## src/rtl/secure_reg_pkg.sv

```systemverilog
// Shared definitions for the secure register and its bus-side initiator.
package secure_reg_pkg;

    typedef enum logic [2:0] {
        IDLE   = 3'd0,
        GRANT  = 3'd1,
        ACCESS = 3'd2,
        WAIT   = 3'd3,
        RESP   = 3'd4
    } state_e;

    // Only this thread is ever allowed to touch the secure register.
    localparam int unsigned SECURE_TID = 0;

endpackage

```

## src/rtl/rr_arbiter.sv

```systemverilog
// Round-robin arbiter: grants the first requester at or after the pointer, cyclically.
module rr_arbiter #(
    parameter int unsigned N = 4,
    localparam int unsigned IW = (N > 1) ? $clog2(N) : 1
) (
    input  logic          clk,
    input  logic          rst,
    input  logic [N-1:0]  req,
    input  logic          advance,
    output logic [N-1:0]  grant,
    output logic [IW-1:0] grant_idx,
    output logic          grant_valid
);

    logic [IW-1:0] ptr_q, ptr_d;
    logic [IW-1:0] cand;

    always_comb begin
        grant       = '0;
        grant_idx   = '0;
        grant_valid = 1'b0;
        cand        = '0;
        for (int unsigned i = 0; i < N; i++) begin
            cand = IW'((32'(ptr_q) + i) % N);
            if (!grant_valid && req[cand]) begin
                grant_valid = 1'b1;
                grant_idx   = cand;
                grant[cand] = 1'b1;
            end
        end
    end

    always_comb begin
        ptr_d = ptr_q;
        if (advance && grant_valid) begin
            ptr_d = (32'(grant_idx) == N - 1) ? '0 : grant_idx + 1'b1;
        end
    end

    always_ff @(posedge clk) begin
        if (rst) begin
            ptr_q <= '0;
        end else begin
            ptr_q <= ptr_d;
        end
    end

endmodule

```

## src/rtl/secure_reg_initiator.sv

```systemverilog
// Serialises per-thread requests onto the secure register port, enforcing the
// thread-0-only policy and a sticky lockout after repeated denied attempts.
module secure_reg_initiator
    import secure_reg_pkg::*;
#(
    parameter int unsigned DATA_WIDTH    = 32,
    parameter int unsigned NUM_THREADS   = 4,
    parameter int unsigned TID_WIDTH     = 2,
    parameter int unsigned LOCKOUT_LIMIT = 3
) (
    input  logic                              clk,
    input  logic                              rst,
    input  logic [NUM_THREADS-1:0]            req_valid,
    output logic [NUM_THREADS-1:0]            req_ready,
    input  logic [NUM_THREADS-1:0]            req_wr,
    input  logic [NUM_THREADS*DATA_WIDTH-1:0] req_wdata,
    output logic                              rsp_valid,
    input  logic                              rsp_ready,
    output logic [TID_WIDTH-1:0]              rsp_tid,
    output logic [DATA_WIDTH-1:0]             rsp_rdata,
    output logic                              rsp_err,
    output logic                              reg_access_en,
    output logic                              reg_wr_en,
    output logic [TID_WIDTH-1:0]              reg_thread_id,
    output logic [DATA_WIDTH-1:0]             reg_data_in,
    input  logic [DATA_WIDTH-1:0]             reg_data_out,
    output logic                              lockout
);

    localparam int unsigned CNT_W = $clog2(LOCKOUT_LIMIT + 1);

    if (TID_WIDTH != $clog2(NUM_THREADS)) begin : g_bad_tid_width
        $error("TID_WIDTH must equal $clog2(NUM_THREADS)");
    end
    if (NUM_THREADS < 2 || LOCKOUT_LIMIT < 1) begin : g_bad_params
        $error("NUM_THREADS must be >= 2 and LOCKOUT_LIMIT >= 1");
    end

    state_e                  state_q, state_d;
    logic [TID_WIDTH-1:0]    tid_q, tid_d;
    logic                    wr_q, wr_d;
    logic [DATA_WIDTH-1:0]   wdata_q, wdata_d;
    logic [DATA_WIDTH-1:0]   rdata_q, rdata_d;
    logic                    err_q, err_d;
    logic [CNT_W-1:0]        cnt_q, cnt_d;
    logic                    lockout_q, lockout_d;

    logic [NUM_THREADS-1:0]  arb_grant;
    logic [TID_WIDTH-1:0]    arb_idx;
    logic                    arb_valid;
    logic                    arb_advance;
    logic                    permit;

    assign arb_advance = (state_q == GRANT);
    // Lockout revokes thread 0's privilege as well.
    assign permit      = (arb_idx == TID_WIDTH'(SECURE_TID)) && !lockout_q;

    rr_arbiter #(
        .N (NUM_THREADS)
    ) u_arb (
        .clk         (clk),
        .rst         (rst),
        .req         (req_valid),
        .advance     (arb_advance),
        .grant       (arb_grant),
        .grant_idx   (arb_idx),
        .grant_valid (arb_valid)
    );

    always_ff @(posedge clk) begin
        if (rst) begin
            state_q   <= IDLE;
            tid_q     <= '0;
            wr_q      <= 1'b0;
            wdata_q   <= '0;
            rdata_q   <= '0;
            err_q     <= 1'b0;
            cnt_q     <= '0;
            lockout_q <= 1'b0;
        end else begin
            state_q   <= state_d;
            tid_q     <= tid_d;
            wr_q      <= wr_d;
            wdata_q   <= wdata_d;
            rdata_q   <= rdata_d;
            err_q     <= err_d;
            cnt_q     <= cnt_d;
            lockout_q <= lockout_d;
        end
    end

    always_comb begin
        state_d   = state_q;
        tid_d     = tid_q;
        wr_d      = wr_q;
        wdata_d   = wdata_q;
        rdata_d   = rdata_q;
        err_d     = err_q;
        cnt_d     = cnt_q;
        lockout_d = lockout_q;
        unique case (state_q)
            IDLE: begin
                if (|req_valid) begin
                    state_d = GRANT;
                end
            end
            GRANT: begin
                // Requester may have withdrawn before the grant cycle.
                if (arb_valid) begin
                    tid_d   = arb_idx;
                    wr_d    = req_wr[arb_idx];
                    wdata_d = req_wdata[arb_idx*DATA_WIDTH +: DATA_WIDTH];
                    rdata_d = '0;
                    if (permit) begin
                        err_d   = 1'b0;
                        cnt_d   = '0;
                        state_d = ACCESS;
                    end else begin
                        err_d = 1'b1;
                        if (cnt_q < CNT_W'(LOCKOUT_LIMIT)) begin
                            cnt_d = cnt_q + 1'b1;
                        end
                        if (cnt_d == CNT_W'(LOCKOUT_LIMIT)) begin
                            lockout_d = 1'b1;
                        end
                        state_d = RESP;
                    end
                end else begin
                    state_d = IDLE;
                end
            end
            ACCESS: begin
                state_d = WAIT;
            end
            WAIT: begin
                rdata_d = wr_q ? '0 : reg_data_out;
                state_d = RESP;
            end
            RESP: begin
                if (rsp_ready) begin
                    state_d = IDLE;
                end
            end
            default: begin
                state_d = IDLE;
            end
        endcase
    end

    always_comb begin
        req_ready     = '0;
        rsp_valid     = 1'b0;
        rsp_tid       = '0;
        rsp_rdata     = '0;
        rsp_err       = 1'b0;
        reg_access_en = 1'b0;
        reg_wr_en     = 1'b0;
        reg_thread_id = '0;
        reg_data_in   = '0;
        unique case (state_q)
            GRANT: begin
                req_ready = arb_grant;
            end
            ACCESS: begin
                reg_access_en = 1'b1;
                reg_wr_en     = wr_q;
                reg_thread_id = TID_WIDTH'(SECURE_TID);
                reg_data_in   = wdata_q;
            end
            RESP: begin
                rsp_valid = 1'b1;
                rsp_tid   = tid_q;
                rsp_rdata = rdata_q;
                rsp_err   = err_q;
            end
            default: ;
        endcase
    end

    assign lockout = lockout_q;

endmodule

```

## config.mk

```make
export PLATFORM = sky130hd
export DESIGN_NAME = secure_reg_initiator
export DESIGN_NICKNAME = d
export VERILOG_FILES = /design/src/rtl/secure_reg_pkg.sv /design/src/rtl/rr_arbiter.sv /design/src/rtl/secure_reg_initiator.sv
export SDC_FILE = /design/constraint.sdc
export NUM_CORES = 1
export LEC_CHECK = 0
export ABC_CLOCK_PERIOD_IN_PS = 4260
export BUFFER_PORTS_ARGS = -buffer_cell sky130_fd_sc_hd__buf_2
export CELL_PAD_IN_SITES_DETAIL_PLACEMENT = 0
export CELL_PAD_IN_SITES_GLOBAL_PLACEMENT = 1
export CORE_MARGIN = 8
export CORE_UTILIZATION = 31
export CTS_CLUSTER_SIZE = 20
export DETAILED_ROUTE_END_ITERATION = 6
export GPL_TIMING_DRIVEN = 0
export MAX_ROUTING_LAYER = met4
export PLACE_DENSITY_LB_ADDON = 0.1
export SLEW_MARGIN = 20
export SYNTH_ARGS = -nofsm -noshare
export SYNTH_HDL_FRONTEND = slang
export SYNTH_SLANG_ARGS = --single-unit
```

## constraint.sdc

```tcl
create_clock -name clk -period 4.26 [get_ports clk]
set_input_delay 0.426 -clock clk [delete_from_list [all_inputs] [get_ports clk]]
set_output_delay 0.426 -clock clk [all_outputs]
set_load 0.01 [all_outputs]
```

### After elaboration in Yosys (flattened, before gate mapping)

Index checks and enable logic that the tools add are counted.

| word-level totals | value |
|---|---|
| bits in registers | 76 |
| bits of input ports | 171 |
| output and inout port bits | 77 |
| logic and storage cells | 112 |

| operators by class | value |
|---|---|
| $add $sub $neg | 5 |
| order comparisons | 10 |
| equality and inequality tests | 9 |
| shift-type cells | 1 |
| multiplexer cells | 53 |
| bitwise gates (word level) | 4 |
| reduce and logical (&&, ||, !) cells | 21 |

Operators by type and width:

| kind | count |
|---|---|
| $mux 32 | 4 |
| $shiftx 128x8->32 | 1 |
| $pmux 32 s2 | 1 |
| $mux 2 | 11 |
| $mux 4 | 5 |
| $mux 1 | 18 |
| $lt 2x3->1 const B | 5 |
| $pmux 3 s5 | 1 |
| $mux 3 | 4 |
| $or 4x4->4 | 3 |
| $bmux 1 s2 | 5 |
| $logic_and 1x1->1 | 9 |
| $demux 1 s2 | 4 |
| $ge 2x1->1 const B | 4 |
| $add 2x1->2 const B | 3 |
| $eq 3x2->1 const B | 2 |
| $ne 2x2->1 const B | 3 |
| $reduce_and 2->1 | 3 |
| $add 2x2->2 const B | 2 |
| $eq 2x2->1 const B | 2 |
| $logic_not 1->1 | 4 |
| $reduce_and 4->1 | 1 |
| $reduce_or 4->1 | 1 |
| $eq 3x1->1 const B | 1 |
| other kinds (6) | 6 |

### Longest topological paths before layout

| depth | value |
|---|---|
| word-level depth | 19 |
| gate-level depth with buffers | 20 |
| depth with buffers taken out | 13 |

### By module

Synthesis repeated with hierarchy kept, for this count alone.

| second synthesis, totals | value |
|---|---|
| cell total of the unflattened synthesis | 445 |
| area total of the unflattened synthesis | 4,398.0 um2 |

Modules (own cells, without submodules):

| module | instances | cells an instance | area each (um2) |
|---|---|---|---|
| secure_reg_initiator | 1 | 382 | 3,854.9 |
| rr_arbiter | 1 | 63 | 543.0 |

### Worst setup path before layout

No wires, ideal clock.

| path | value |
|---|---|
| path kind | reg-to-reg |
| start point | register (tool-made name) |
| end point | register state_q[1] |
| arrival | 4.181 ns |
| data required time | 4.174 ns |
| slack | -0.006 ns |
| stages on the path, launching flop included | 19 |
| path buffers | 6 |
| clock period less this slack | 4.266 ns |
| cell sequence | dfxtp_1 -> buf_6 -> clkbuf_1 -> clkinv_1 -> clkbuf_1 -> ha_1 -> clkbuf_1 -> mux4_2 -> nor4b_4 -> or4_1 -> o21a_1 -> inv_2 -> buf_2 -> buf_4 -> ha_1 -> inv_1 -> nor2_1 -> nand4b_1 -> a211oi_1 |

RTL lines:

| item | RTL line | text |
|---|---|---|
| end signal, assigned | secure_reg_initiator.sv:81 | `state_q <= state_d;` |
| end, declared | secure_reg_initiator.sv:39 | `state_e state_q, state_d;` |

==> results.txt <==
Dpl hpwl = 19900 um
Top-count cell post-synth = nor2_1
ANT cells = 0
Int Power = 0.00267 W
Net Sw Frac = 50.6%
Mean Syn Cell Area = 7.73 um^2
Synth area leader = dfxtp_1
CTS tree = built
Post-route ant nets = 0
Mapped Cells = 770
Library cells used by synthesis = 42
DR WL/cell = 20.8 um
Post-synth ARST share = 0%
Net Sw Power = 0.00273 W
Top Ports = 248
Synth top area share = 25.6%
Critical Path RT = 4.55 ns
Crit path DAT = 4.35 ns
Worst-path clk slew = 0.07 ns
Dominant cells by area after synthesis = dfxtp_1 (26%), a221oi_1 (10%), and2_1 (7.5%)
Top_reg_cell synth = dfxtp_1
Critical Setup Path Class = reg -> reg
Startpoint class of the critical path = flop
Clock power frac = 14.1%
IO Port Bufs = 244
Die height = 155 um
Clock Skew = 0.00785 ns
First-pass GRT wire length = 40700 um
Via density = 5.75
Worst rel slew slack = 39.1%
Die ar. = 23900 um^2
Final number of hold-violating endpoints = 0
Drt first pass iters = 5
F_max = 0.246 GHz
Final Power = 0.00540 W
Critical Path Sink Type = flop
Buffers from clock root to sink, at most = 2
Syn. warnings = 0
Num Clock Sinks = 76
Max-Cap Viols = 0
Setup Viol. Count Final = 0
Sequential area share after synthesis = 25.6%
Setup bufs post-CTS = 0
Fin. max-slew vios = 0
# hold bufs at CTS = 0
Initial Util = 31.7%
Reg power frac = 19.6%
Clk_lat worst skew = 0.35 ns
Run status = complete, no violations
LEAKAGE = 3.49 nW
Post-Route WL = 26300 um
Fin crit share = 95.4%
CTS Buf Count = 9
Peak supply drop = 259 uV
# rows = 50
Initial antenna violation count = 0
Reg area = 1520 um^2
Ratio of total power to cell area = 693 nW/um^2
Filler cells = 2035
Total gr overflow = 0
Comb power frac = 66.3%
Synth cell count leaders = nor2_1 (86), clkbuf_1 (78), dfxtp_1 (76), nand3_1 (72), and2_1 (71)
Period minus WS final = 4.06 ns
RSZ-0062 raised after global routing = no
Busiest layer in global routing = met2
Synth Cell Area = 5950 um^2
H-tree level count = 3
Dpl cells = 1249
Share of cells above drive strength 1 = 28.4%
Nets = 1205
Via count = 7266
Sum Neg Setup Slack = 0 ns
Multi-input logic area = 4040 um^2
Number of global-route vias before repair = 7053
Number of synthesized flops with an enable pin = 0
CTS Root Buffer Type = clkbuf_16
Met3 Resource Use GR = 4.10%
Met2 usage = 35.8%
GP Congestion = 0.840
GRT Util Overall = 22.0%
Core area = 18800 um^2
Pin count of the biggest net entering global routing = 16
Crit-path max FO = 13
Worst slew pin tran = 0.911 ns
Worst hold-check path type = in -> reg
GR met1 Demand/Resource = 27.6%
Synthesized flop and latch total = 76
Die width = 155 um
DR iter-0 viols = 438
Area growth, synth to finish = 31.0%
Non-filler cells, final = 1264
Hold Worst Slack = 0.323 ns
# DRC = 0
[final timing paths]
check | from | end | slack, ns | cells after the start
setup / recovery | flop | cnt_q[0]$_SDFFE_PP0P_ | 0.20 | 17
hold / removal | reg_data_out[10] | rdata_q[10]$_SDFFE_PP0P_ | 0.32 | 3
setup reg to reg | flop | cnt_q[0]$_SDFFE_PP0P_ | 0.20 | 17
hold reg to reg | wdata_q[29]$_SDFFE_PP0P_ | wdata_q[29]$_SDFFE_PP0P_ | 0.46 | 1
[area by class of cell]
type	count	area share [%]
Buffer	93	5.28
Clock buffer	9	2.89
Clock inverter	7	0.722
Inverter	6	0.353
Multi-Input combinational cell	595	51.8
Sequential cell	76	19.5
Tap cell	234	3.76
Timing Repair Buffer	244	15.7
[repair_timing]
| item | CTS | global route |
|---|---|---|
| pin swaps | 0 | 0 |
| gates resized for setup | 12 | 7 |
| endpoints found under the setup margin | 78 | 18 |
[power groups by stage]
stage | logic, W | registers (W) | clock network (W)
6_report | 0.00358 | 0.00106 | 0.000761
3_3_place_gp | 0.00356 | 0.00106 | 0
2_1_floorplan | 0.00245 | 0.00104 | 0
3_5_place_dp | 0.00357 | 0.00107 | 0
4_1_cts | 0.00361 | 0.00105 | 0.000785
5_1_grt | 0.00396 | 0.00109 | 0.000818
[layout by cell type, fill, tap and decap left out, types with 33 or more instances in the layout]
| cell type | netlist | routed |
|---|---|---|
| dfxtp_1 | 76 | 75 |
| a22oi_1 | 33 | 33 |
| nor2_1 | 86 | 85 |
| nand3_1 | 72 | 72 |
| clkbuf_1 | 78 | 72 |
| buf_2 | 8 | 250 |
| o21ai_0 | 36 | 36 |
| a32o_1 | 33 | 33 |
| a221oi_1 | 70 | 70 |
| and2_1 | 71 | 71 |
| a221o_1 | 36 | 36 |
[state kept, by name, summed over array words and instances, names as in the netlist, named ones only]
name	cells
state_q	3
u_arb.ptr_q	1
cnt_q	2
wr_q	1
err_q	1
rdata_q	32
wdata_q	32
tid_q	2
lockout	1
[metal layers]
layer / up-vias / share of wire (%) / wire, um
li1: 3501 / - / -
met1: 3450 / 45 / 11900
met2: 291 / 47 / 12400
met3: 24 / 6.3 / 1670
met4: 0 / 1.5 / 397
met5: - / 0 / 0
[kinds of logic (layout without fill, tap and decap cells)]
family	count (synthesis)	count (layout)	share of synthesized area, %
AOI/OAI and AO/OA	246	246	33.2
xor gates and xnor gates	1	1	0.147
adders and majority gates	9	9	1.89
buffers and inverters	100	359	6.98
DFF	76	76	25.6
muxes	15	15	3.43
other	1	2	0.0630
and+or+nand+nor	322	322	28.8
[critical path: stages (launching register included)]
cell	delay, ns
dfxtp_2	0.38
buf_6	0.15
buf_4	0.20
clkinv_4	0.12
clkbuf_8	0.20
ha_1	0.30
clkbuf_4	0.20
mux4_2	0.31
buf_1	0.43
o21a_1	0.38
clkbuf_1	0.45
nor2_1	0.15
ha_1	0.22
inv_1	0.12
nor2_4	0.06
a21oi_1	0.13
mux2i_1	0.09
nor2_1	0.10
[per-stage QoR]
| stage | setup WS [ns] | instance area (um^2) | util (%) |
|---|---|---|---|
| final | 0.196 | 7800 | 41.5 |
| after detailed placement | -1.05 | 7480 | 39.8 |
| after floorplan | 0.135 | 5960 | - |
| after global routing | 0.0200 | 7800 | 41.5 |
| after global placement | -1.03 | 7470 | 39.8 |
| after CTS | 0.0575 | 7790 | 41.5 |
No activity file was read; power rests on OpenSTA's default activity.
